===== config.mk =====
export PLATFORM = sky130hd
export DESIGN_NAME = ac_eco_controller
export DESIGN_NICKNAME = d
export VERILOG_FILES = /design/src/rtl/ac_eco_controller.sv
export SDC_FILE = /design/constraint.sdc
export NUM_CORES = 1
export LEC_CHECK = 0
export ABC_CLOCK_PERIOD_IN_PS = 3700
export BUFFER_PORTS_ARGS = -buffer_cell sky130_fd_sc_hd__buf_2
export CAP_MARGIN = 20
export CORE_MARGIN = 3
export CORE_UTILIZATION = 60
export DETAILED_ROUTE_END_ITERATION = 10
export GPL_TIMING_DRIVEN = 0
export PLACE_DENSITY = 0.88
export REMOVE_ABC_BUFFERS = 1
export SLEW_MARGIN = 5
export SYNTH_ARGS = -nofsm -noshare
export SYNTH_HDL_FRONTEND = slang
export SYNTH_SLANG_ARGS = --single-unit

===== constraint.sdc =====
create_clock -name clk_i -period 3.7 [get_ports clk_i]
set_input_delay 0.185 -clock clk_i [delete_from_list [all_inputs] [get_ports clk_i]]
set_output_delay 0.185 -clock clk_i [all_outputs]
set_load 0.05 [all_outputs]

===== src/rtl/ac_eco_controller.sv =====
`default_nettype none
// ============================================================================
//  Module   : ac_eco_controller
//  Purpose  : Economy controller that shuts the AC compressor off while any
//             window or door stays open, restarts it after everything has
//             been closed for a while, and raises an alarm if an opening is
//             left open too long.
//  Revision : 1.0 - initial release
// ============================================================================
module ac_eco_controller #(
   parameter int HOME_WINDOW_COUNT   = 8,
   parameter int HOME_DOOR_COUNT     = 4,
   parameter int OPEN_DELAY_TICKS    = 30,
   parameter int RESTART_DELAY_TICKS = 60,
   parameter int ALARM_TICKS         = 600
) (
   input  logic                         clk_i,
   input  logic                         rst_ni,
   input  logic                         tick_i,
   input  logic                         eco_mode_valid_i,
   input  logic                         ac_request_i,
   input  logic [HOME_WINDOW_COUNT-1:0] WINDOW_STATUS_i,
   input  logic [HOME_DOOR_COUNT-1:0]   DOOR_STATUS_i,
   output logic                         ac_enable_o,
   output logic [2:0]                   state_o,
   output logic                         open_alarm_o,
   output logic [7:0]                   eco_off_count_o
);

   localparam logic [2:0] ST_IDLE     = 3'd0;
   localparam logic [2:0] ST_RUN      = 3'd1;
   localparam logic [2:0] ST_WAIT_OFF = 3'd2;
   localparam logic [2:0] ST_ECO_OFF  = 3'd3;
   localparam logic [2:0] ST_RESTART  = 3'd4;

   // The tick that brings the count to the delay is the one seen while the
   // counter still holds delay-1.
   localparam logic [15:0] OPEN_LAST    = 16'(OPEN_DELAY_TICKS - 1);
   localparam logic [15:0] RESTART_LAST = 16'(RESTART_DELAY_TICKS - 1);
   localparam logic [15:0] ALARM_MAX    = 16'(ALARM_TICKS);

   logic        eco_mode;
   logic        ac_request;
   logic        open_any;
   logic        open_now;
   logic [2:0]  state;
   logic [2:0]  state_next;
   logic [15:0] tick_cnt;
   logic [15:0] alarm_cnt;
   logic [7:0]  eco_off_cnt;
   logic        state_change;
   logic        eco_off_entry;
   logic        eco_and_open;

   assign open_now      = |{WINDOW_STATUS_i, DOOR_STATUS_i};
   assign eco_and_open  = eco_mode & open_any;
   assign state_change  = (state_next != state);
   assign eco_off_entry = (state_next == ST_ECO_OFF) && (state != ST_ECO_OFF);

   // Single-stage input registers; the FSM only ever looks at these copies.
   always_ff @(posedge clk_i or negedge rst_ni) begin
      if (!rst_ni) begin
         eco_mode   <= 1'b0;
         ac_request <= 1'b0;
         open_any   <= 1'b0;
      end else begin
         eco_mode   <= eco_mode_valid_i;
         ac_request <= ac_request_i;
         open_any   <= open_now;
      end
   end

   // Next-state decode; a dropped request overrides every other transition.
   always_comb begin
      state_next = state;
      case (state)
         ST_IDLE: begin
            if (ac_request) state_next = eco_and_open ? ST_ECO_OFF : ST_RUN;
         end
         ST_RUN: begin
            if (!ac_request)       state_next = ST_IDLE;
            else if (eco_and_open) state_next = ST_WAIT_OFF;
         end
         ST_WAIT_OFF: begin
            if (!ac_request)                         state_next = ST_IDLE;
            else if (!eco_and_open)                  state_next = ST_RUN;
            else if (tick_i && tick_cnt == OPEN_LAST) state_next = ST_ECO_OFF;
         end
         ST_ECO_OFF: begin
            if (!ac_request)        state_next = ST_IDLE;
            else if (!eco_and_open) state_next = ST_RESTART;
         end
         ST_RESTART: begin
            if (!ac_request)                             state_next = ST_IDLE;
            else if (eco_and_open)                       state_next = ST_ECO_OFF;
            else if (tick_i && tick_cnt == RESTART_LAST) state_next = ST_RUN;
         end
         default: state_next = ST_IDLE;
      endcase
   end

   // State register.
   always_ff @(posedge clk_i or negedge rst_ni) begin
      if (!rst_ni) state <= ST_IDLE;
      else         state <= state_next;
   end

   // Delay counter: cleared on any transition, so a tick coinciding with the
   // entry cycle is discarded; counts only in the two timed states.
   always_ff @(posedge clk_i or negedge rst_ni) begin
      if (!rst_ni) begin
         tick_cnt <= 16'd0;
      end else if (state_change) begin
         tick_cnt <= 16'd0;
      end else if (tick_i && (state == ST_WAIT_OFF || state == ST_RESTART)) begin
         tick_cnt <= tick_cnt + 16'd1;
      end
   end

   // Alarm counter: restarts on ECO_OFF entry and saturates at the threshold.
   always_ff @(posedge clk_i or negedge rst_ni) begin
      if (!rst_ni) begin
         alarm_cnt <= 16'd0;
      end else if (eco_off_entry) begin
         alarm_cnt <= 16'd0;
      end else if (tick_i && state == ST_ECO_OFF && alarm_cnt != ALARM_MAX) begin
         alarm_cnt <= alarm_cnt + 16'd1;
      end
   end

   // Saturating count of ECO_OFF entries.
   always_ff @(posedge clk_i or negedge rst_ni) begin
      if (!rst_ni) begin
         eco_off_cnt <= 8'd0;
      end else if (eco_off_entry && eco_off_cnt != 8'hFF) begin
         eco_off_cnt <= eco_off_cnt + 8'd1;
      end
   end

   assign state_o         = state;
   assign ac_enable_o     = (state == ST_RUN) || (state == ST_WAIT_OFF);
   assign open_alarm_o    = (state == ST_ECO_OFF) && (alarm_cnt == ALARM_MAX);
   assign eco_off_count_o = eco_off_cnt;

endmodule
`default_nettype wire


Yosys cells after proc, flatten, opt, wreduce, memory -nomap -nowiden
Cells that the tools add are included.
Storage, ports and cells
  word-level logic and storage cells: 54
  register bits: 46
  memory bits (read-only): 0
  output and inout port bits: 13
  RAM bits: 0
  latch bits: 0
  memories kept: 0
  input port bits: 17
Cells by class
  shift-type cells: 0
  muxes and demuxes: 17
  bitwise operators: 1
  order comparisons: 0
  reductions and logical operators: 14
  multipliers: 0
  div/mod/pow operators: 0
  $add $sub $neg: 3
  equal/unequal tests: 12
Operators by type and width (count)
  16-bit two-way mux: 4
  3-bit two-way mux: 11
  16-bit by 1-bit adder with 16-bit output, second input constant: 2
  16-bit by 10-bit equality test with 1-bit output, second input constant: 1
  16-bit by 5-bit equality test with 1-bit output, second input constant: 1
  16-bit by 6-bit equality test with 1-bit output, second input constant: 1
  16-bit by 10-bit != test with 1-bit output, second input constant: 1
  3-bit case mux with 5 select lines: 1
  12-bit OR reduction: 1
  3-bit by 2-bit equality test with 1-bit output, second input constant: 3
  8-bit by 1-bit adder with 8-bit output, second input constant: 1
  1-bit logical AND: 8
  8-bit != test, second input constant: 1
  2-bit nonzero test: 2
  3-bit by 1-bit equality test with 1-bit output, second input constant: 1
  3-bit equality test, second input constant: 1
  3-bit zero test: 1
  3-bit by 2-bit != test with 1-bit output, second input constant: 1
  3-bit != test: 1
  1-bit logical OR: 2
  2-bit two-way mux: 1
  1-bit bitwise AND: 1

Logic depth before layout (Yosys ltp)
Gate-level depths: netlist of run 1.
  word-level depth: 9
  mapped depth: 10
  gate-level depth less buffers: 9

Least setup slack after synthesis of run 1
No wires, ideal clock.
  path type: register to register
  from: reg state[1], in the netlist state_o[1]
  to: reg tick_cnt[10]
  library setup time: 71 ps
  arrival: 2233 ps
  clock period less this slack: 2304 ps
  data required time: 3629 ps
  stages on the path, launching flop included: 10
  buffers on the path: 2
  path slack: 1396 ps
  cells stage by stage: dfrtp_1 buf_4 and2b_1 nand4_1 o22ai_2 mux2_2 o22ai_1 o21ai_2 buf_2 nor2_1
On the way
  longest elaborated chain between the ends: 6
  elaborated cells on any way between the ends: 22
  those cells by class: 5 x eq/ne; 13 x mux; 4 x reduce/logical
RTL lines
  from (decl): line 46  | logic [2:0] state;
  from (signal assigned): line 105  | else state <= state_next;
  3-bit two-way mux, on equally long branches: line 96, 87
  3-bit two-way mux, on equally long branches: line 95, 86
  3-bit two-way mux, on equally long branches: line 94, 85
  3-bit case mux with 5 select lines: line 76  | case (state)
  3-bit != test: line 57  | assign state_change = (state_next != state);
  16-bit two-way mux / 2-bit nonzero test (equally long branches)
  to (signal assigned): line 116  | tick_cnt <= tick_cnt + 16'd1;
  to (decl): line 48  | logic [15:0] tick_cnt;
Parallel ways exist; a longest one is shown, timed or not.
A chain may end at the register's enable or synchronous reset.

Final worst setup path of run 1
  from: reg state[0], in the netlist state_o[0]
  to: reg eco_off_cnt[1], in the netlist eco_off_count_o[1]
On the way
  longest elaborated chain between the ends: 7
  elaborated cells on any way between the ends: 21
  those cells by class: 6 x eq/ne; 12 x mux; 3 x reduce/logical
RTL lines
  3-bit two-way mux, on equally long branches: line 96, 87
  3-bit two-way mux, on equally long branches: line 95, 86
  3-bit two-way mux, on equally long branches: line 94, 85
  3-bit case mux with 5 select lines: line 76
  3-bit by 2-bit equality test with 1-bit output: line 58  | assign eco_off_entry = (state_next == ST_ECO_OFF) && (state != ST_ECO_OFF);
  1-bit logical AND (*): line 58
  1-bit logical AND (*): line 135  | end else if (eco_off_entry && eco_off_cnt != 8'hFF) begin
  to (signal assigned): line 136  | eco_off_cnt <= eco_off_cnt + 8'd1;
  to (decl): line 50  | logic [7:0] eco_off_cnt;
Mark *: on every way between the ends. The rest lies on a longest branch, timed or not.

==> results of run 1 <==
==> power by group <==
part           total, mW  switching (mW)  internal (mW)
logic              0.325           0.230         0.0950
registers          0.593          0.0523          0.540
clock network      0.311           0.178          0.133
total               1.23           0.461          0.768
==> layer usage <==
metal,wire length (um),vias up
li1,-,942
met1,2100,923
met2,2320,21
met3,111,9
met4,78,0
met5,0,-
==> worst max path at each step <==
stage | cells past startpoint | end | slack, ns | start
after detailed placement | 7 | eco_off_count_o[1]$_DFFE_PN0P_ | 0.90 | state_o[0]$_DFF_PN0_
after global routing | 7 | eco_off_count_o[1]$_DFFE_PN0P_ | 0.63 | tick_cnt[10]$_DFFE_PN0P_
final | 7 | eco_off_count_o[1]$_DFFE_PN0P_ | 0.93 | state_o[0]$_DFF_PN0_
after global placement | 7 | eco_off_count_o[1]$_DFFE_PN0P_ | 0.96 | state_o[2]$_DFF_PN0_
after CTS | 7 | eco_off_count_o[1]$_DFFE_PN0P_ | 0.90 | state_o[0]$_DFF_PN0_
after floorplan | 7 | eco_off_count_o[1]$_DFFE_PN0P_ | 1.03 | state_o[1]$_DFF_PN0_
==> cell type report <==
class | count | area, sq um
multi-input cells | 196 | 1230
flip-flops and latches | 46 | 1150
well taps | 48 | 60.1
fillers | 273 | 1050
clock inverters | 3 | 21.3
repair buffers | 33 | 195
clock buffers | 5 | 68.8
inverters | 6 | 22.5
==> stage by stage <==
| stage | hold WS (ns) | std cells |
|---|---|---|
| after floorplan | -0.111 | 248 |
| after global placement | 0.292 | 325 |
| after detailed placement | 0.294 | 325 |
| after CTS | 0.0657 | 335 |
| after global routing | 0.0925 | 337 |
| final | 0.0811 | 337 |
==> worst reg2reg max path, cell delays in order (launching register included) <==
cell      delay (ns)
dfrtp_1         0.54
and4bb_1        0.34
nand4_1         0.12
o22ai_2         0.25
a21oi_2         0.08
o31ai_4         0.76
nand2_1         0.22
mux2_1          0.36
==> kinds of logic after synthesis <==
group / after synthesis / synth area share
AO/OA/AOI/OAI: 22 / 0.0691
XOR/XNOR: 35 / 0.125
adder cells (fa/ha/maj): 5 / 0.0256
buffers and inverters: 13 / 0.0266
flip-flops: 46 / 0.471
multiplexers: 4 / 0.0184
AND/OR/NAND/NOR: 130 / 0.264
==> timing repair <==
item                                   CTS  global route
setup buffers                            0             0
hold buffers                             2             1
resized for setup                        0             0
endpoints found under the hold margin    2            14
==> flip-flops by register name (all words and copies together), names as in the netlist <==
name / count
tick_cnt: 16
alarm_cnt: 16
ac_request: 1
eco_mode: 1
state_o: 3
eco_off_count_o: 8
open_any: 1
==> synth_stat cells, types with 3 or more instances <==
master | number | area (sq um)
a21oi_1 | 4 | 20.0
and3_1 | 7 | 43.8
buf_2 | 4 | 20.0
buf_4 | 3 | 22.5
dfrtp_1 | 46 | 1150
ha_1 | 5 | 62.6
inv_1 | 6 | 22.5
mux2_2 | 3 | 33.8
nand2_1 | 25 | 93.8
nand3_1 | 16 | 80.1
nand4_1 | 10 | 62.6
nor2_1 | 48 | 180
nor2b_1 | 3 | 18.8
nor4_1 | 5 | 31.3
o21ai_0 | 4 | 20.0
xnor2_1 | 17 | 149
xor2_1 | 18 | 158
==> results.yml, run 1 <==
status:
  status: "finished, final reports clean"
synthesis:
  async_reset_ff_frac: 1.00
  yosysSeqAreaShare: 0.471
  syn_avg_cell_area_sq_um: 9.58
  synth-warning-count: 0
  synthDistinctLibCells: 44
  synth-seq-cells: 46
  synth_edf_count: 0
  syn_inst: 255
  synth_area_sq_um: 2440
  synthFlopType: "dfrtp_1"
hold_path:
  holdCritStartpoint: "WINDOW_STATUS_i[4]"
  whs_endpoint: "open_any$_DFF_PN0_"
  hp-class: "in -> reg"
  hold_path_depth: 3
timing:
  finalSetupViolations: 0
  period_needed_ns: 2.77
  tightest_slew_ns: 0.922
  rsz0062_at_grt: "no"
  hold_violations: 0
  slew_headroom: 0.385
  finClkSkew_ns: 0.0148
  slew_viol_final: 0
  timing.final.ws_setup_ns: 0.926
  fmax_mhz: 360
  setup_tns_ns: 0
  fin_crit_sh: 0.750
setup_path:
  reg2reg_to: "eco_off_count_o[1]$_DFFE_PN0P_"
  path_class: "reg -> reg"
  end_kind: "flop"
  cp.required_ns: 3.90
  cp_slowest_stage_delay_ns: 0.76
  path_delay_family: "compound AO/OA/AOI/OAI gates"
  cp_max_fo: 25
  worstSetupStartpointType: "flop"
  worst_path_max_delay_cell: "o31ai_4"
  cp_num_buf_inv: 0
  r2r_start: "state_o[0]$_DFF_PN0_"
  arrival_ns: 2.98
  regToRegSetupSlack_ns: 0.93
  r2r_cells: 7
  crit_chain: "and4bb_1 -> nand4_1 -> o22ai_2 -> a21oi_2 -> o31ai_4 -> nand2_1 -> mux2_1"
global_routing:
  grt_pass1_wl_um: 8060
  grt_pass1_vias: 1876
  grt_max_degree: 47
  grt_use_met1: 0.240
  grt_antenna_before_repair: 0
  grt_usage: 0.203
  overflow: 0
  grt_util_met3: 0.0478
  grtUsageMet2: 0.352
  top_usage_layer: "met2"
drt:
  drtIter0Drc: 115
  vias: 1895
  wl_per_cell_um: 13.7
  drt-total-wl_um: 4610
  viasPerCell: 5.62
  first_pass_iters: 5
  drc_errors: 0
  antenna_left: 0
clocking:
  cts_made_buffers: 5
  clkTransAtPathRegs_ns: 0.09
  root_buffer: "clkbuf_8"
  htreeDepth: 2
  cts_buffer_depth: 2
  cts.sinks: 46
  clk_latency_ns: 0.31
  cts_tree: "built"
power_and_ir_drop:
  ir_drop_mv: 0.279
  power_mw: 1.23
  powerDensity_nw_per_um2: 447
  power_leakage_nw: 1.23
placement:
  placement.io_buffers: 29
  place_area_sq_um: 2610
  dp_slack_ns: 0.904
  routabilityCongestion: 0.813
  dpl.hpwl_um: 3210
die:
  rows: 22
  coreArea_sq_um: 3800
  die_h_um: 69.8
  fp.dieW_um: 69.8
  die_area_sq_um: 4870
  initial_core_util: 0.643
  boundaryPins: 30
finish:
  drive_gt1_frac: 0.170
  final_area_sq_um: 2750
  layout_commonest_cell: "nor2_1"
  post-route-util: 0.723
  antenna_cells: 0
  mostFrequentLayoutCells: "48 x nor2_1, 46 x dfrtp_1, 29 x buf_2"
  nets: 310
  syn_to_final_growth_pct: 12.4
run:
  maxCapViolCount: 0
(Power assumes the default switching activity.)
==> run 2: changes to the inputs <==
ABC_CLOCK_PERIOD_IN_PS = 2620   (was 3700)
CORE_UTILIZATION = 57   (was 60)
PLACE_DENSITY = 0.84   (was 0.88)
clock period = 2.62 ns   (was 3.7 ns; I/O delays follow)
==> results.yml, run 2 (synthesis results as in run 1) <==
die:
  coreArea_sq_um: 4060
  die_h_um: 71.5
  die_area_sq_um: 5110
  boundaryPins: 30
  initial_core_util: 0.602
  fp.dieW_um: 71.5
  rows: 23
drt:
  highest_layer: "met4"
  viasPerCell: 5.66
  routed-wl-met2_um: 2440
  antenna_left: 0
  detailroute.wirelength.met3_um: 172
  drt-total-wl_um: 4850
  drtIter0Drc: 107
  drc_errors: 0
  vias: 1926
  first_pass_iters: 4
  wl_per_cell_um: 14.3
  m1WireLength_um: 2160
global_routing:
  grt_usage: 0.213
  grt_pass1_vias: 1932
  grt_antenna_before_repair: 0
  grt_pass1_wl_um: 8510
  grt_max_degree: 47
  overflow: 0
setup_path:
  end_kind: "flop"
  cp_max_fo: 16
  cp.required_ns: 2.83
  arrival_ns: 2.60
  path_class: "reg -> reg"
  worstSetupStartpointType: "flop"
timing:
  setup_tns_ns: 0
  slew_headroom: 0.345
  fmax_mhz: 420
  rsz0062_at_grt: "no"
  fin_crit_sh: 0.910
  slew_viol_final: 0
  tightest_slew_ns: 0.982
  timing.hold.ws_ns: -0.0162
  period_needed_ns: 2.38
  hold_violations: 46
  finClkSkew_ns: 0.00536
  finalSetupViolations: 0
finish:
  nets: 311
  post-route-util: 0.679
  drive_gt1_frac: 0.179
  fillerInstances: 314
  mostFrequentLayoutCells: "48 x nor2_1, 45 x dfrtp_1, 29 x buf_2"
  antenna_cells: 0
  syn_to_final_growth_pct: 12.8
  layout_commonest_cell: "nor2_1"
run:
  maxCapViolCount: 0
hold_path:
  hp-class: "in -> async"
placement:
  dpl.hpwl_um: 3200
  placement.io_buffers: 29
  routabilityCongestion: 0.771
power_and_ir_drop:
  power_leakage_nw: 1.24
  powerDensity_nw_per_um2: 629
  ir_drop_mv: 0.347
clocking:
  clkTransAtPathRegs_ns: 0.09
  cts_tree: "built"
  htreeDepth: 2
  root_buffer: "clkbuf_8"
  clk_latency_ns: 0.30
  cts_buffer_depth: 2
  cts.sinks: 46
  cts_made_buffers: 5
status:
  status: "finished with violations"
  violations: "hold timing"
[run 2: routing by layer]
| layer | vias up | track usage |
|---|---|---|
| met4 | 0 | 0.0877 |
| met5 | - | 0 |
| li1 | 949 | - |
| met3 | 7 | 0.0519 |
| met2 | 38 | 0.359 |
| met1 | 932 | 0.261 |
[run 2: final timing paths]
| kind | from | end | slack (ns) | cells after the start |
|---|---|---|---|---|
| max in group asynchronous | rst_ni | state_o[1]$_DFF_PN0_ | 1.98 | 1 |
| min in group clk_i | WINDOW_STATUS_i[4] | open_any$_DFF_PN0_ | 0.04 | 3 |
| hold / removal | rst_ni | alarm_cnt[5]$_DFFE_PN0P_ | -0.02 | 1 |
| setup / recovery | state_o[2]$_DFF_PN0_ | tick_cnt[1]$_DFFE_PN0P_ | 0.24 | 7 |
| hold reg to reg | eco_off_count_o[0]$_DFFE_PN0P_ | eco_off_count_o[0]$_DFFE_PN0P_ | 0.53 | 1 |
| setup reg to reg | state_o[2]$_DFF_PN0_ | tick_cnt[1]$_DFFE_PN0P_ | 0.24 | 7 |
[run 2: through the flow]
stage	instances	setup slack [ns]	area (sq um)	power, mW
after global placement	327	-0.142	2610	1.28
final	340	0.236	2760	1.73
after floorplan	248	-0.0504	2400	1.17
after global routing	340	0.0273	2760	1.82
after CTS	340	0.166	2750	1.75
after detailed placement	327	-0.167	2610	1.30
[run 2: where the power goes]
| part | total (mW) | switching, mW | internal, mW |
|---|---|---|---|
| Clock | 0.438 | 0.250 | 0.188 |
| Sequential | 0.836 | 0.0729 | 0.763 |
| Combinational | 0.460 | 0.326 | 0.134 |
[run 2: timing repair]
action | in CTS | in global routing
buffers inserted | 2 | 0
hold endpoints to repair | 2 | 0
resized for setup | 0 | 2
gates cloned | 1 | 0
pin swaps | 1 | 0
hold buffers | 2 | 0
endpoints found under the setup margin | 3 | 13
[run 2: area by class of cell]
class / instances / area, sq um / share of cell area
Timing Repair Buffer: 33 / 180 / 0.0654
Sequential cell: 46 / 1150 / 0.418
Tap cell: 50 / 62.6 / 0.0227
Clock inverter: 3 / 21.3 / 0.00772
Multi-Input combinational cell: 197 / 1250 / 0.453
Inverter: 6 / 22.5 / 0.00817
Clock buffer: 5 / 68.8 / 0.0250
[run 2: worst max-delay path, stage by stage, from the launching register on]
cell	delay [ns]
dfrtp_1	0.52
and2b_1	0.33
nand4_1	0.13
o22ai_2	0.26
mux2_2	0.37
o22ai_1	0.17
o21ai_2	0.24
a211oi_1	0.27
